**src/rtl/lfsr_stream_decrypt_pkg.sv**
```systemverilog
// rtl/lfsr_stream_decrypt_pkg.sv - shared LFSR cipher constants, state codes and step function
package lfsr_stream_decrypt_pkg;

    localparam int          LFSR_W_DEF   = 16;
    localparam int          DATA_W_DEF   = 8;
    localparam int          LFSR_MAX_W   = 32;
    localparam logic [15:0] TAPS_DEF     = 16'hB400;
    localparam logic [15:0] ZERO_SUB_DEF = 16'hACE1;

    typedef logic [1:0] state_t;

    localparam state_t ST_UNSEEDED = 2'd0;
    localparam state_t ST_GEN      = 2'd1;
    localparam state_t ST_WAIT_IN  = 2'd2;
    localparam state_t ST_OUT      = 2'd3;

    // Operands are zero-extended to LFSR_MAX_W so any width up to 32 shares this one definition.
    function automatic logic [LFSR_MAX_W-1:0] lfsr_step(
        input logic [LFSR_MAX_W-1:0] cur,
        input logic [LFSR_MAX_W-1:0] taps
    );
        return (cur >> 1) ^ (cur[0] ? taps : '0);
    endfunction

endpackage

```
**src/rtl/lfsr_galois.sv**
```systemverilog
// rtl/lfsr_galois.sv - Galois LFSR register with seed load, step enable and bit output
module lfsr_galois
    import lfsr_stream_decrypt_pkg::*;
#(
    parameter int           W        = LFSR_W_DEF,
    parameter logic [W-1:0] TAPS     = TAPS_DEF,
    parameter logic [W-1:0] ZERO_SUB = ZERO_SUB_DEF
) (
    input  logic         clk,
    input  logic         clear_n,
    input  logic         load,
    input  logic [W-1:0] load_value,
    input  logic         step,
    output logic         bit_out
);

    logic [W-1:0] lfsr;

    // An all-zero state would lock up, so a zero seed is replaced by ZERO_SUB.
    always_ff @(posedge clk or negedge clear_n) begin
        if (!clear_n) begin
            lfsr <= '0;
        end else if (load) begin
            lfsr <= (load_value == '0) ? ZERO_SUB : load_value;
        end else if (step) begin
            lfsr <= W'(lfsr_step(LFSR_MAX_W'(lfsr), LFSR_MAX_W'(TAPS)));
        end
    end

    assign bit_out = lfsr[0];

endmodule

```
**src/rtl/lfsr_stream_decrypt.sv**
```systemverilog
// rtl/lfsr_stream_decrypt.sv - byte-serial LFSR stream decryptor with valid/ready ports
module lfsr_stream_decrypt
    import lfsr_stream_decrypt_pkg::*;
#(
    parameter int                LFSR_W   = LFSR_W_DEF,
    parameter logic [LFSR_W-1:0] TAPS     = TAPS_DEF,
    parameter int                DATA_W   = DATA_W_DEF,
    parameter logic [LFSR_W-1:0] ZERO_SUB = ZERO_SUB_DEF
) (
    input  logic              clk,
    input  logic              clear_n,
    input  logic              seed_load,
    input  logic [LFSR_W-1:0] seed,
    input  logic              in_valid,
    output logic              in_ready,
    input  logic [DATA_W-1:0] in_data,
    output logic              out_valid,
    input  logic              out_ready,
    output logic [DATA_W-1:0] out_data,
    output logic              busy
);

    localparam int CNT_W = $clog2(DATA_W + 1);
    localparam logic [CNT_W-1:0] LAST_BIT = CNT_W'(DATA_W - 1);

    state_t            state;
    logic [CNT_W-1:0]  bit_cnt;
    logic [DATA_W-1:0] key;
    logic              lfsr_bit;
    logic              lfsr_step_en;

    assign lfsr_step_en = (state == ST_GEN) && !seed_load;
    assign busy         = (state == ST_GEN);

    lfsr_galois #(
        .W        (LFSR_W),
        .TAPS     (TAPS),
        .ZERO_SUB (ZERO_SUB)
    ) u_lfsr (
        .clk        (clk),
        .clear_n    (clear_n),
        .load       (seed_load),
        .load_value (seed),
        .step       (lfsr_step_en),
        .bit_out    (lfsr_bit)
    );

    // in_ready and out_valid are flops set alongside the state transition, never decoded.
    always_ff @(posedge clk or negedge clear_n) begin
        if (!clear_n) begin
            state     <= ST_UNSEEDED;
            bit_cnt   <= '0;
            key       <= '0;
            in_ready  <= 1'b0;
            out_valid <= 1'b0;
            out_data  <= '0;
        end else if (seed_load) begin
            state     <= ST_GEN;
            bit_cnt   <= '0;
            key       <= '0;
            in_ready  <= 1'b0;
            out_valid <= 1'b0;
        end else begin
            case (state)
                ST_GEN: begin
                    key     <= {key[DATA_W-2:0], lfsr_bit};
                    bit_cnt <= bit_cnt + 1'b1;
                    if (bit_cnt == LAST_BIT) begin
                        state    <= ST_WAIT_IN;
                        in_ready <= 1'b1;
                    end
                end
                ST_WAIT_IN: begin
                    if (in_valid) begin
                        out_data  <= in_data ^ key;
                        out_valid <= 1'b1;
                        in_ready  <= 1'b0;
                        state     <= ST_OUT;
                    end
                end
                ST_OUT: begin
                    if (out_ready) begin
                        out_valid <= 1'b0;
                        bit_cnt   <= '0;
                        state     <= ST_GEN;
                    end
                end
                default: begin
                end
            endcase
        end
    end

endmodule

```
**config.mk**
```make
export PLATFORM = sky130hd
export DESIGN_NAME = lfsr_stream_decrypt
export DESIGN_NICKNAME = d
export VERILOG_FILES = /design/src/rtl/lfsr_stream_decrypt_pkg.sv /design/src/rtl/lfsr_galois.sv /design/src/rtl/lfsr_stream_decrypt.sv
export SDC_FILE = /design/constraint.sdc
export NUM_CORES = 1
export LEC_CHECK = 0
export ABC_AREA = 1
export CORE_UTILIZATION = 50
export CTS_CLUSTER_DIAMETER = 50
export CTS_CLUSTER_SIZE = 24
export DETAILED_ROUTE_END_ITERATION = 6
export HOLD_SLACK_MARGIN = 0.12
export PLACE_DENSITY = 0.77
export SLEW_MARGIN = 20
export SYNTH_ARGS = -nofsm -noshare
export SYNTH_HDL_FRONTEND = slang
export SYNTH_SLANG_ARGS = --single-unit
```
**constraint.sdc**
```tcl
create_clock -name clk -period 2 [get_ports clk]
set_input_delay 0.5 -clock clk [delete_from_list [all_inputs] [get_ports clk]]
set_output_delay 0.5 -clock clk [all_outputs]
set_load 0.01 [all_outputs]
```
== Yosys cells after proc, flatten, opt, wreduce, memory -nomap -nowiden ==
Cells that the tools add are included.
W data, S select, Z words.

* $add $sub $neg: 1
* Equality and inequality tests: 7
* Mux-type cells: 22
* Bitwise operators: 3
* Reductions and logical operators: 14

{| class="wikitable"
|+ Operators by type and width
! kind !! number
|-
| $mux W16 || 4
|-
| $logic_not A16 Y1 || 1
|-
| $mux W8 || 2
|-
| $xor A15 B16 Y16 || 1
|-
| $reduce_and A3 Y1 || 3
|-
| $reduce_bool A3 Y1 || 3
|-
| $mux W2 || 4
|-
| $mux W4 || 2
|-
| $pmux W4 S2 || 1
|-
| $xor A8 B8 Y8 || 1
|-
| $mux W1 || 6
|-
| $ne A3 B3 Y1 const B || 2
|-
| $pmux W2 S3 || 1
|-
| $add A4 B1 Y4 const B || 1
|-
| $eq A2 B2 Y1 const B || 2
|-
| $eq A4 B3 Y1 const B || 1
|-
| $pmux W1 S2 || 2
|-
| $reduce_and A4 Y1 || 1
|-
| $reduce_bool A2 Y1 || 2
|-
| $reduce_bool A4 Y1 || 1
|-
| $ne A3 B2 Y1 const B || 1
|-
| $eq A2 B1 Y1 const B || 1
|-
| $reduce_and A2 Y1 || 1
|-
| $logic_and A1 B1 Y1 || 1
|-
| other kinds (2) || 2
|}

* Bits in registers: 40
* Output and inout port bits: 11
* Word-level logic and storage cells: 54

== Depth between registers and ports, before layout ==
* Depth in word-level cells: 4
* Mapped depth: 9
* Depth with buffers taken out: 8

== Hierarchy ==
From an unflattened synthesis, not the netlist that was laid out.

* Cell total of the unflattened synthesis: 254
* Area total of the unflattened synthesis: 2079.5 sq um

{| class="wikitable"
|+ Modules (own cells, without submodules)
! module !! times used !! cells an instance !! area an instance (sq um) !! seq. area each (sq um)
|-
| lfsr_stream_decrypt || 1 || 127 || 1161.1 || 600.6
|-
| lfsr_galois || 1 || 127 || 918.4 || 400.4
|}

== Worst setup path after synthesis ==
Ideal clock, no wire load.

* Path type: input -> register
* Start point: in seed_load
* End point: reg bit_cnt[3]
* Library setup time: 120 ps
* Data arrival time: 1128 ps
* Data required time: 1880 ps
* Slack: 752 ps
* Stages: 7
* Buffers on the path: 2
* Cells stage by stage: buf_4 -> inv_2 -> buf_6 -> nand2_4 -> nand3_1 -> o21ai_0 -> nor2_1

* Word-level cells in the longest chain between the ends: 2
* Elaborated cells on any way between the ends: 4

{| class="wikitable"
|+ Ends and longest elaborated chain
! what !! RTL line !! RTL
|-
| from (decl) || lfsr_stream_decrypt.sv:12 || <nowiki>input logic seed_load,</nowiki>
|-
| $ne A3 B3 Y1 (no line) or $reduce_bool A3 Y1 (tied branches) || - ||
|-
| $reduce_and A2 Y1 (no line) || - ||
|-
| to (signal assigned) || lfsr_stream_decrypt.sv:67 || <nowiki>bit_cnt <= bit_cnt + 1'b1;</nowiki>
|-
| to (decl) || lfsr_stream_decrypt.sv:27 || <nowiki>logic [CNT_W-1:0] bit_cnt;</nowiki>
|}

Parallel ways exist; a longest one is shown, timed or not.
A chain may end at the register's enable or synchronous reset.

== Worst setup path in the final report ==
* Start point: reg state[1]
* End point: out busy

* Word-level cells in the longest chain between the ends: 1

{| class="wikitable"
|+ Ends and longest elaborated chain
! what !! RTL line !! RTL
|-
| from (decl) || lfsr_stream_decrypt.sv:26 || <nowiki>state_t state;</nowiki>
|-
| from (signal assigned) || lfsr_stream_decrypt.sv:51 || <nowiki>state <= ST_UNSEEDED;</nowiki>
|-
| from (signal assigned) || lfsr_stream_decrypt.sv:58 || <nowiki>state <= ST_GEN;</nowiki>
|-
| from (signal assigned) || lfsr_stream_decrypt.sv:69 || <nowiki>state <= ST_WAIT_IN;</nowiki>
|-
| $eq A2 B1 Y1 || lfsr_stream_decrypt.sv:33 || <nowiki>assign busy = (state == ST_GEN);</nowiki>
|-
| to (decl) || lfsr_stream_decrypt.sv:20 || <nowiki>output logic busy</nowiki>
|}

Every way passes these cells.

==> metrics.txt <==
outcome complete, no violations; Clk Latency, worst-skew pair 0.30 ns; first-iteration detailed-routing DRC count 126; post-synth top area cell dfrtp_1; ANT cells 0; routed len/inst 12.0 um; Layout Nets 330; number of global-route vias before repair 1644; Vert. Die Dim 66.6 um; Synth area leaders dfrtp_1 48%, nand2_1 13%, inv_1 7.6%; first-pass GRT wire length 7150 um; Avg Inst Size Synth 8.18 um2; Data required, critical path 1.50 ns; fin cells 351; Max Slew Vio Count 0; Power Dens Cells 1200 nW/um2; die area 4430 um2; WL final 4200 um; placed insts 343; Achievable Freq 569 MHz; R2R cell count 6; DRC Markers 0; Worst Clk Skew 0.00569 ns; Total GRT Usage 21.8%; RePlAce Congestion 0.827; post-route setup TNS 0 ns; Yosys reg bits 40; Port Buf Inserts 39; Startpoint Class flop; RSZ-0062 raised after global routing no; GR Overflow Total 0; final period utilization 87.9%; Layout area overhead 28.0%; Reg-to-Reg End u_lfsr.lfsr[11]; H-tree depth 2; final hold vios 0; leakage 1.31 nW; Slew @ Worst Pin 0.426 ns; initial antenna violation count 0; Vias/cell 4.93; largest net degree at the start of global routing 25; post-synth top area share 48.0%; CTS tree done; Rows 23; crit path kind reg -> out; Final Setup Violations 0; hold_buf cts 0; crit end category primary output; share of layout cells above drive strength 1 14.0%; chip width 66.6 um; HP Class in -> async; count of cell types in the netlist 28; Num CTS Buffers 5; max_cap viols 0; reg2reg setup slack 0.67 ns; Synth Instances 255; crit-path max FO 6; register area share after synthesis 48.0%; Clock Path Buffers 2; mapped cell area 2090 um2; Post-Syn Nets 285; maximum vdd drop 0.468 mV; crit path time final 1.76 ns; CTS Sinks 40; worst rel slew slack 71.6%; initial core utilization 52.1%; I/O pins 40; reg2reg start state[1]; CP arrival 1.26 ns; Core Area 4000 um2; clock slew at reported path FFs 0.08 ns; dpl hpwl 3130 um; final antenna-violating net count 0; drt first pass iters 4; synth warn 0; Via Count 1732; CTS root buf clkbuf_8
## routing by layer
metal,vias to the layer above,track usage (%),wire length (um)
li1,894,-,-
met1,793,26.5,1970
met2,40,37.2,2000
met3,5,4.11,171
met4,0,9.57,65
met5,-,0,0
## worst max path at each step
stage / start / endpoint / slack [ns]
after global routing: state[1] / busy / 0.20
final: state[1] / busy / 0.24
after floorplan: seed_load / bit_cnt[3] / 0.75
after CTS: state[1] / busy / 0.24
after global placement: seed_load / out_data[4] / 0.12
after detailed placement: seed_load / out_data[3] / 0.08
## flip-flops by register name (all words and copies together) (netlist names)
name	cells
out_valid	1
key	8
u_lfsr.lfsr	16
state	2
in_ready	1
out_data	8
bit_cnt	4
## cell usage in the layout, fill, tap and decap left out, drive strengths merged
cell type      count
nand2             78
inv               48
dfrtp             40
clkdlybuf4s50     37
nor2              18
o21ai             14
o22ai             13
xnor2              8
nand3              8
a21oi              7
clkbuf             7
buf                7
o211ai             4
o221ai             2
a22oi              2
nand4              2
nor3               1
nand3b             1
a31oi              1
ha                 1
bufinv             1
dlygate4sd2        1
## Yosys cell counts
cell type  number
xnor2_1         8
nand2_2         5
nand3_2         1
nand2_1        72
ha_1            1
o21ai_0         5
o22ai_1        13
nand4_1         1
buf_2           1
o211ai_1        2
a22oi_1         2
nor3_2          1
buf_6           4
o221ai_1        2
inv_1          42
buf_4           1
inv_2           6
o21ai_2         9
a21oi_1         7
nand4_2         1
nand3_1         7
a31oi_1         1
nand3b_1        1
clkbuf_1        1
nor2_1         18
nand2_4         1
o211ai_2        2
dfrtp_1        40
## repair_timing
action                     CTS  global route
setup buffers                0             0
setup endpoints to repair    1             0
gates resized for setup      2             0
## kinds of logic (layout without fill, tap and decap cells)
kind of cell | Yosys count | in the layout | share of synthesized area (%)
and+or+nand+nor | 108 | 108 | 22.1
xor gates and xnor gates | 8 | 8 | 3.36
buffers and inverters | 55 | 101 | 11.6
AOI/OAI and AO/OA | 43 | 43 | 14.3
adders and majority gates | 1 | 1 | 0.600
DFF | 40 | 40 | 48.0
## worst max-delay path: stages (launching register included)
cell,delay (ns)
dfrtp_2,0.45
inv_2,0.08
nand2_2,0.07
inv_1,0.09
dlygate4sd2_1,0.27
## final cells by class
type / instances / area, um2
fill: 355 / 1330
sequential: 40 / 1000
multi-input combinational: 160 / 843
timing repair buffer: 45 / 454
inverter: 48 / 180
clock buffer: 7 / 96.3
tap: 50 / 62.6
clock inverter: 1 / 30.0
## power by group
part | leakage (nW) | total [mW] | internal (mW) | switching, mW
Clock | 0.0645 | 0.730 | 0.440 | 0.290
Sequential | 0.508 | 1.25 | 1.08 | 0.172
Combinational | 0.738 | 1.23 | 0.566 | 0.664
## metrics by stage
stage	power (mW)	hold slack, ns	setup WS [ns]	cell area [um2]	utilization, %
floorplan	2.03	0.204	0.752	2090	-
CTS	3.22	0.139	0.241	2670	66.7
finish	3.21	0.131	0.242	2670	66.7
detailed placement	2.50	0.461	0.0796	2540	63.6
global route	3.43	0.161	0.195	2670	66.7
global placement	2.46	0.461	0.116	2540	63.6
(Power assumes the default switching activity.)
